==> config.mk <==
export PLATFORM = sky130hd
export DESIGN_NAME = bist_serdes
export DESIGN_NICKNAME = d
export VERILOG_FILES = /design/src/rtl/bist_serdes_pkg.sv /design/src/rtl/bist_stb_gen.sv /design/src/rtl/bist_serdes.sv
export SDC_FILE = /design/constraint.sdc
export NUM_CORES = 1
export LEC_CHECK = 0
export ABC_AREA = 1
export BUFFER_PORTS_ARGS = -buffer_cell sky130_fd_sc_hd__buf_2
export CORE_UTILIZATION = 45
export CTS_BUF_LIST = sky130_fd_sc_hd__clkbuf_8
export CTS_CLUSTER_DIAMETER = 150
export DETAILED_ROUTE_END_ITERATION = 12
export SYNTH_ARGS = -nofsm -noshare
export SYNTH_HDL_FRONTEND = slang
export SYNTH_SLANG_ARGS = --single-unit
==> constraint.sdc <==
create_clock -name clk -period 6.3 [get_ports clk]
set_input_delay 0.63 -clock clk [delete_from_list [all_inputs] [get_ports clk]]
set_output_delay 0.63 -clock clk [all_outputs]
set_load 0.01 [all_outputs]
==> src/rtl/bist_serdes_pkg.sv <==
// Shared types and constants for the bist_serdes serial shifter.
package bist_serdes_pkg;

    localparam int CLKDIV_W = 8;

    typedef enum logic [1:0] {
        IDLE  = 2'd0,
        SHIFT = 2'd1,
        DONE  = 2'd2
    } state_e;

endpackage

==> src/rtl/bist_stb_gen.sv <==
// Shift-rate strobe generator: pulses stb once every load_val+1 enabled cycles.
// The divide value is captured on clr so it stays stable for a whole transfer.
module bist_stb_gen
    import bist_serdes_pkg::*;
(
    input  logic                clk,
    input  logic                rst_n,
    input  logic                clr,
    input  logic                en,
    input  logic [CLKDIV_W-1:0] load_val,
    output logic                stb
);

    logic [CLKDIV_W-1:0] cnt_q, cnt_d;
    logic [CLKDIV_W-1:0] div_q, div_d;

    always_comb begin
        cnt_d = cnt_q;
        div_d = div_q;
        stb   = en && (cnt_q == div_q);
        if (clr) begin
            cnt_d = '0;
            div_d = load_val;
        end else if (en) begin
            cnt_d = stb ? '0 : cnt_q + 1'b1;
        end
    end

    always_ff @(posedge clk or negedge rst_n) begin
        if (!rst_n) begin
            cnt_q <= '0;
            div_q <= '0;
        end else begin
            cnt_q <= cnt_d;
            div_q <= div_d;
        end
    end

endmodule

==> src/rtl/bist_serdes.sv <==
// Bidirectional-order serializer/deserializer with length control and abort.
// Optional shift-rate divider enabled by defining BIST_SERDES_CLKDIV_EN.
module bist_serdes
    import bist_serdes_pkg::*;
#(
    parameter int WD = 32,
    parameter int CW = $clog2(WD + 1)
) (
    input  logic                clk,
    input  logic                rst_n,
`ifdef BIST_SERDES_CLKDIV_EN
    input  logic [CLKDIV_W-1:0] clk_div,
`endif
    input  logic                start,
    input  logic                abort,
    input  logic [CW-1:0]       len,
    input  logic                msb_first,
    input  logic [WD-1:0]       load_data,
    input  logic                sdi,
    output logic                sdo,
    output logic                shift_stb,
    output logic                busy,
    output logic                done,
    output logic [WD-1:0]       rx_data
);

    state_e        state_q, state_d;
    logic [WD-1:0] shift_q, shift_d;
    logic [WD-1:0] rx_q, rx_d;
    logic [CW-1:0] cnt_q, cnt_d;
    logic [CW-1:0] len_q, len_d;
    logic          msb_q, msb_d;

    logic [CW-1:0] eff_len;
    logic [WD-1:0] shifted;
    logic [WD-1:0] rx_mask;
    logic          in_shift;
    logic          start_ok;
    logic          stb_raw;
    logic          stb;

    assign in_shift = (state_q == SHIFT);
    assign start_ok = (state_q == IDLE) && start;

`ifdef BIST_SERDES_CLKDIV_EN
    bist_stb_gen u_stb_gen (
        .clk      (clk),
        .rst_n    (rst_n),
        .clr      (start_ok),
        .en       (in_shift),
        .load_val (clk_div),
        .stb      (stb_raw)
    );
`else
    assign stb_raw = 1'b1;
`endif

    // Abort wins over a pending strobe, so no bit moves in the abort cycle.
    assign stb = in_shift && stb_raw && !abort;

    always_comb begin
        eff_len = len;
        if ((len == '0) || (len > CW'(WD)))
            eff_len = CW'(WD);
    end

    assign shifted = msb_q ? {shift_q[WD-2:0], sdi} : {sdi, shift_q[WD-1:1]};
    assign rx_mask = (len_q >= CW'(WD)) ? '1 : ((WD'(1) << len_q) - WD'(1));

    always_comb begin
        state_d = state_q;
        shift_d = shift_q;
        rx_d    = rx_q;
        cnt_d   = cnt_q;
        len_d   = len_q;
        msb_d   = msb_q;
        case (state_q)
            IDLE: begin
                if (start) begin
                    shift_d = load_data;
                    cnt_d   = eff_len;
                    len_d   = eff_len;
                    msb_d   = msb_first;
                    state_d = SHIFT;
                end
            end
            SHIFT: begin
                if (abort) begin
                    state_d = IDLE;
                end else if (stb) begin
                    shift_d = shifted;
                    cnt_d   = cnt_q - 1'b1;
                    if (cnt_q == CW'(1)) begin
                        state_d = DONE;
                        // LSB-first data lands at the top of the register; right-justify it.
                        rx_d = msb_q ? (shifted & rx_mask)
                                     : (shifted >> (WD - int'(len_q)));
                    end
                end
            end
            DONE: begin
                state_d = IDLE;
            end
            default: begin
                state_d = IDLE;
            end
        endcase
    end

    always_ff @(posedge clk or negedge rst_n) begin
        if (!rst_n) begin
            state_q <= IDLE;
            shift_q <= '0;
            rx_q    <= '0;
            cnt_q   <= '0;
            len_q   <= '0;
            msb_q   <= 1'b0;
        end else begin
            state_q <= state_d;
            shift_q <= shift_d;
            rx_q    <= rx_d;
            cnt_q   <= cnt_d;
            len_q   <= len_d;
            msb_q   <= msb_d;
        end
    end

    assign sdo       = msb_q ? shift_q[WD-1] : shift_q[0];
    assign shift_stb = stb;
    assign busy      = in_shift;
    assign done      = (state_q == DONE);
    assign rx_data   = rx_q;

endmodule

### Yosys cells after proc, flatten, opt, wreduce, memory -nomap -nowiden

Cells that the tools add are included.

| word-level totals | value |
|---|---|
| bits in registers | 79 |
| input port bits | 44 |
| output and inout bits | 36 |
| logic and storage cells | 51 |

| cells by class | value |
|---|---|
| add/sub/neg operators | 3 |
| magnitude comparators | 2 |
| eq/ne operators | 8 |
| shift-type cells | 2 |
| mux-type cells | 18 |
| bitwise operators | 2 |
| reductions and logical operators | 10 |

Operator list:

| cell | number |
|---|---|
| 32-bit two-way mux | 6 |
| 32-bit case mux with 2 select lines | 1 |
| 32-bit bitwise AND | 1 |
| 1-bit by 6-bit << shifter with 32-bit output (first input constant) | 1 |
| 32-bit by 32-bit right shift with 32-bit output | 1 |
| 32-bit by 1-bit subtractor with 32-bit output (second input constant) | 1 |
| 6-bit two-way mux | 4 |
| 6-bit case mux with 2 select lines | 1 |
| 2-bit two-way mux | 4 |
| 4-bit AND reduction | 2 |
| 6-bit by 6-bit subtractor with 7-bit output (first input constant) | 1 |
| 6-bit by 1-bit == test with 1-bit output (second input constant) | 1 |
| 6-bit greater-or-equal comparator (second input constant) | 1 |
| 6-bit > comparator (second input constant) | 1 |
| 6-bit zero test | 1 |
| 2-bit != test (second input constant) | 3 |
| 6-bit by 1-bit subtractor with 6-bit output (second input constant) | 1 |
| 2-bit case mux with 2 select lines | 1 |
| 3-bit by 2-bit != test with 1-bit output (second input constant) | 1 |
| 3-bit != test (second input constant) | 1 |
| 3-bit AND reduction | 1 |
| 2-bit by 1-bit == test with 1-bit output (second input constant) | 1 |
| 2-bit == test (second input constant) | 1 |
| 2-bit zero test | 1 |
| 7 further kinds | 7 |

### Depth between registers and ports, before layout

| depth | value |
|---|---|
| word-level depth | 5 |
| depth in mapped cells | 19 |
| gate-level depth less buffers | 17 |

### Worst setup path before layout

Ideal clock, no wire load.

| timing | value |
|---|---|
| path type | register to register |
| start point | register len_q[0] |
| end point | register rx_q[26] (netlist: rx_data[26]) |
| setup time | 116 ps |
| arrival time | 2,551 ps |
| required time | 6,184 ps |
| slack | 3,633 ps |
| stages on the path, launching flop included | 20 |
| path buffers | 2 |
| period minus slack after synthesis | 2,667 ps |
| path through | dfrtp_1 -> buf_2 -> inv_2 -> clkbuf_1 -> ha_1 -> ha_1 -> nand2_1 -> nor2_1 -> inv_1 -> ha_1 -> nand3_1 -> nor2_4 -> nand2_2 -> clkinv_1 -> nand3_1 -> nand2_1 -> o21bai_1 -> nand2_1 -> nand2_1 -> nand2_1 |

| between the ends | value |
|---|---|
| word-level cells in the longest chain between the ends | 5 |
| elaborated cells on any way between the ends | 8 |
| classes of those cells | add/sub: 2; order compare: 1; shift: 2; mux: 2; bitwise: 1 |

Ends and longest elaborated chain:

| element | RTL line | text |
|---|---|---|
| from (decl) | bist_serdes.sv:31 | `logic [CW-1:0] len_q, len_d;` |
| from (signal assigned) | bist_serdes.sv:123 | `len_q <= len_d;` |
| 1-bit by 6-bit << shifter with 32-bit output | bist_serdes.sv:68 | `assign rx_mask = (len_q >= CW'(WD)) ? '1 : ((WD'(1) << len_q) - WD'(1));` |
| 32-bit by 1-bit subtractor with 32-bit output | bist_serdes.sv:68 |  |
| 32-bit two-way mux | bist_serdes.sv:68 |  |
| 32-bit bitwise AND | bist_serdes.sv:96 | `rx_d = msb_q ? (shifted & rx_mask)` |
| 32-bit two-way mux * | bist_serdes.sv:96 |  |
| to (signal assigned) | bist_serdes.sv:121 | `rx_q <= rx_d;` |
| to (decl) | bist_serdes.sv:29 | `logic [WD-1:0] rx_q, rx_d;` |

Mark *: on every way between the ends. The rest lies on a longest branch, timed or not.
A chain may end at the register's enable or synchronous reset.

### Worst setup path in the final report

| timing | value |
|---|---|
| start point | register len_q[0] |
| end point | register rx_q[5] (netlist: rx_data[5]) |

Same word-level chain as after synthesis.

==> results.md <==
* Share of layout cells above drive strength 1 at 0.1318
* TNS Setup at 0 ns
* Synth top area share at 0.2748
* Maximum VDD drop at 0.2599 mV
* First-pass GRT wire length at 42,260 um
* Netlist cell types at 41
* Prevailing post-synth register cell: dfrtp_1
* Synthesized Nets at 1,247
* Gpl congestion at 1.032
* EDFF count, synth at 0
* Max cap viols at 0
* Core box area at 15,430 um^2
* Area contributors post-synth: dfrtp_1, nand3_1, nand2_1
* DRC violations left at 0
* ANT nets after route at 0
* CP peak stage delay at 1.12 ns
* Via density at 5.815
* H-tree Lvls at 3
* Clk sinks at 79
* Post-CTS sizing at 0
* Root Buffer: clkbuf_8
* Relative slew slack at 0.3185
* Wirelength per Cell at 18.86 um
* CTS Buf Count at 9
* Total Routing Usage GR at 0.3392
* Postcts setup bufs at 0
* Worst path cell trace: inv_2 > ha_1 > clkinv_1 > nand3_1 > and2_1 > nand2_1 > nand2_1 > nand3_1 > nand3_1 > nand2_1 > inv_1
* Layout Area Growth over Synthesis at 9.097%
* Average size of a mapped cell at 6.024 um^2
* Final wirelength at 27,160 um
* Multi-input gate area at 4462 um^2
* Die footprint at 16,490 um^2
* Cts hold-fix bufs at 0
* PortBufs at 79
* Worst r2r path cells at 11
* Bufs and invs on worst path at 3
* LEAKAGE at 4.020 nW
* Min Tclk post-route at 4.209 ns
* CP Class: flop to flop
* Critical Path RT at 6.64 ns
* Final setup viols at 0
* Critical path depth at 11
* Antenna cell count at 0
* TritonCTS clock tree: yes
* Power density over the cells at 578.9 nW/um^2
* Setup crit start kind: flop
* Vias in the first global route at 7,455
* Leading area contributor after synthesis: dfrtp_1
* Mapped Cells at 1,194
* FFs w/ async S/R, synth at 1.000
* Fillers at 1,755
* Die H at 128.4 um
* RSZ-0062 raised after global routing: false
* Hpwl dp at 20,830 um
* Slew Viols, Final at 0
* Synth Register Bits at 79
* Max Fclk at 237.6 MHz
* Mapped cell area at 7193 um^2
* Clock skew at 0.01614 ns
* Final cell count without fillers at 1,440
* Clk pin slew, worst setup/hold paths at 0.09 ns
* Hold Path Class: primary input to async pin
* Nets at 1,277
* Initial Utilization at 0.4663
* Worst-margin pin slew at 1.016 ns
* I/O pin count at 80
* R2r startpoint: len_q[0]$_DFFE_PN0P_
* Grt total ovfl at 0
* Largest delay share family, worst path: buffers and inverters
* Register area share after synthesis at 0.2748
* Period utilization at 0.6681
* Cell Rows at 45
* Worst-Skew Late Latency at 0.40 ns
* Initial antenna violation count at 1
* Launch point of the worst path: len_q[0]$_DFFE_PN0P_
* Drt pass-1 iters at 5
* CP Data Arrival Time at 4.54 ns
* Final hold vios at 0
* Synth warnings at 0
* DRC marker count from the first detailed-route iteration at 1,057
* Core Util, Final at 0.5087
* CP Max Fanout at 35
* Via count at 8,374
* Worst-case clock buffer depth at 2
* Flip-flop and latch area at 1978 um^2
* Status: finished clean
* Reg2Reg Setup Slack at 2.09 ns
* Slowest-stage cell, CP: clkinv_1
* Placed insts at 1,424
* Setup crit end kind: flop
* DIE WIDTH at 128.4 um
* Pin count of the biggest net entering global routing at 70
layer usage:
| layer | track usage | up-vias | share of wire |
|---|---|---|---|
| li1 | - | 4056 | - |
| met1 | 0.5003 | 3842 | 0.47 |
| met2 | 0.4890 | 419 | 0.42 |
| met3 | 0.05946 | 57 | 0.084 |
| met4 | 0.1287 | 0 | 0.032 |
| met5 | 0 | - | 0 |
layout by cell type (no fill, tap or decap), types with 3 or more instances in the layout:
| master | n |
|---|---|
| nand3_1 | 279 |
| nand2_1 | 256 |
| nor2_1 | 139 |
| inv_1 | 98 |
| o21ai_0 | 84 |
| dfrtp_1 | 78 |
| buf_2 | 78 |
| a21oi_1 | 36 |
| o22ai_1 | 29 |
| nor2_2 | 20 |
| inv_2 | 14 |
| nand4_1 | 14 |
| a31oi_1 | 12 |
| nand2_2 | 9 |
| ha_1 | 9 |
| clkbuf_8 | 9 |
| buf_4 | 8 |
| o21ai_1 | 7 |
| clkinv_1 | 6 |
| or2_2 | 5 |
| nor2_4 | 4 |
| nor3_1 | 4 |
| o211ai_1 | 3 |
| bufinv_16 | 3 |
worst reg2reg max path, stage by stage, from the launching register on:
cell	delay, ns
dfrtp_1	0.39
inv_2	0.44
ha_1	0.93
clkinv_1	1.13
nand3_1	0.41
and2_1	0.22
nand2_1	0.10
nand2_1	0.12
nand3_1	0.14
nand3_1	0.16
nand2_1	0.06
inv_1	0.05
through the flow:
| step | setup slack, ns | hold WS [ns] | cell area, um^2 | power, mW |
|---|---|---|---|---|
| 4_1_cts | 2.248 | 0.1902 | 7848 | 4.463 |
| 2_1_floorplan | 3.633 | 0.3344 | 7193 | 3.098 |
| 3_5_place_dp | 2.255 | 0.4621 | 7604 | 3.968 |
| 5_1_grt | 1.741 | 0.2185 | 7848 | 4.915 |
| 3_3_place_gp | 2.267 | 0.4621 | 7604 | 3.971 |
| 6_report | 2.091 | 0.1770 | 7848 | 4.543 |
flip-flops by register name, summed over array words and instances, names as in the netlist:
signal	cells
msb_q	1
rx_data	32
len_q	6
cnt_q	6
shift_q	32
state_q	2
cells by family (layout without fill, tap and decap cells):
logic type,Yosys count,in the layout,synth area share
AND/OR/NAND/NOR,739,739,0.4632
adder cells (fa/ha/maj),9,9,0.01566
buffers and inverters,186,221,0.1063
flip-flops,79,79,0.2748
AO/OA/AOI/OAI,176,176,0.1329
XOR/XNOR,5,5,0.007133
power breakdown:
group,internal [mW],switching [mW],leakage [nW],total [mW]
combinational,0.931,2.22,2.93,3.15
sequential,0.744,0.159,0.960,0.903
clock,0.265,0.223,0.125,0.489
final timing paths:
check	to
hold / removal	rx_data[26]$_DFFE_PN0P_
max in group asynchronous	msb_q$_DFFE_PN0P_
hold reg to reg	rx_data[24]$_DFFE_PN0P_
min in group clk	msb_q$_DFFE_PN0P_
setup reg to reg	rx_data[5]$_DFFE_PN0P_
setup / recovery	rx_data[5]$_DFFE_PN0P_
Yosys cell counts, types with 3 or more instances:
| cell type | instances |
|---|---|
| nor3_1 | 4 |
| ha_1 | 9 |
| inv_2 | 14 |
| nand4_1 | 14 |
| o211ai_1 | 3 |
| dfrtp_1 | 79 |
| a21oi_1 | 36 |
| inv_1 | 98 |
| nor2_2 | 17 |
| buf_4 | 6 |
| buf_1 | 4 |
| nor2_4 | 4 |
| or2_2 | 5 |
| buf_2 | 18 |
| a31oi_1 | 12 |
| o21ai_0 | 84 |
| o22ai_1 | 29 |
| nand2_1 | 257 |
| clkbuf_1 | 37 |
| nand3_1 | 279 |
| o21ai_1 | 7 |
| nand2_2 | 8 |
| nor2_1 | 142 |
| clkinv_1 | 6 |
area by class of cell:
type | instances | area share
clock buffers | 9 | 0.01578
inverters | 119 | 0.05724
repair buffers | 86 | 0.05740
multi-input cells | 929 | 0.5686
well taps | 211 | 0.03364
clock inverters | 7 | 0.01531
flip-flops and latches | 79 | 0.2521
No activity file was read; power rests on OpenSTA's default activity.
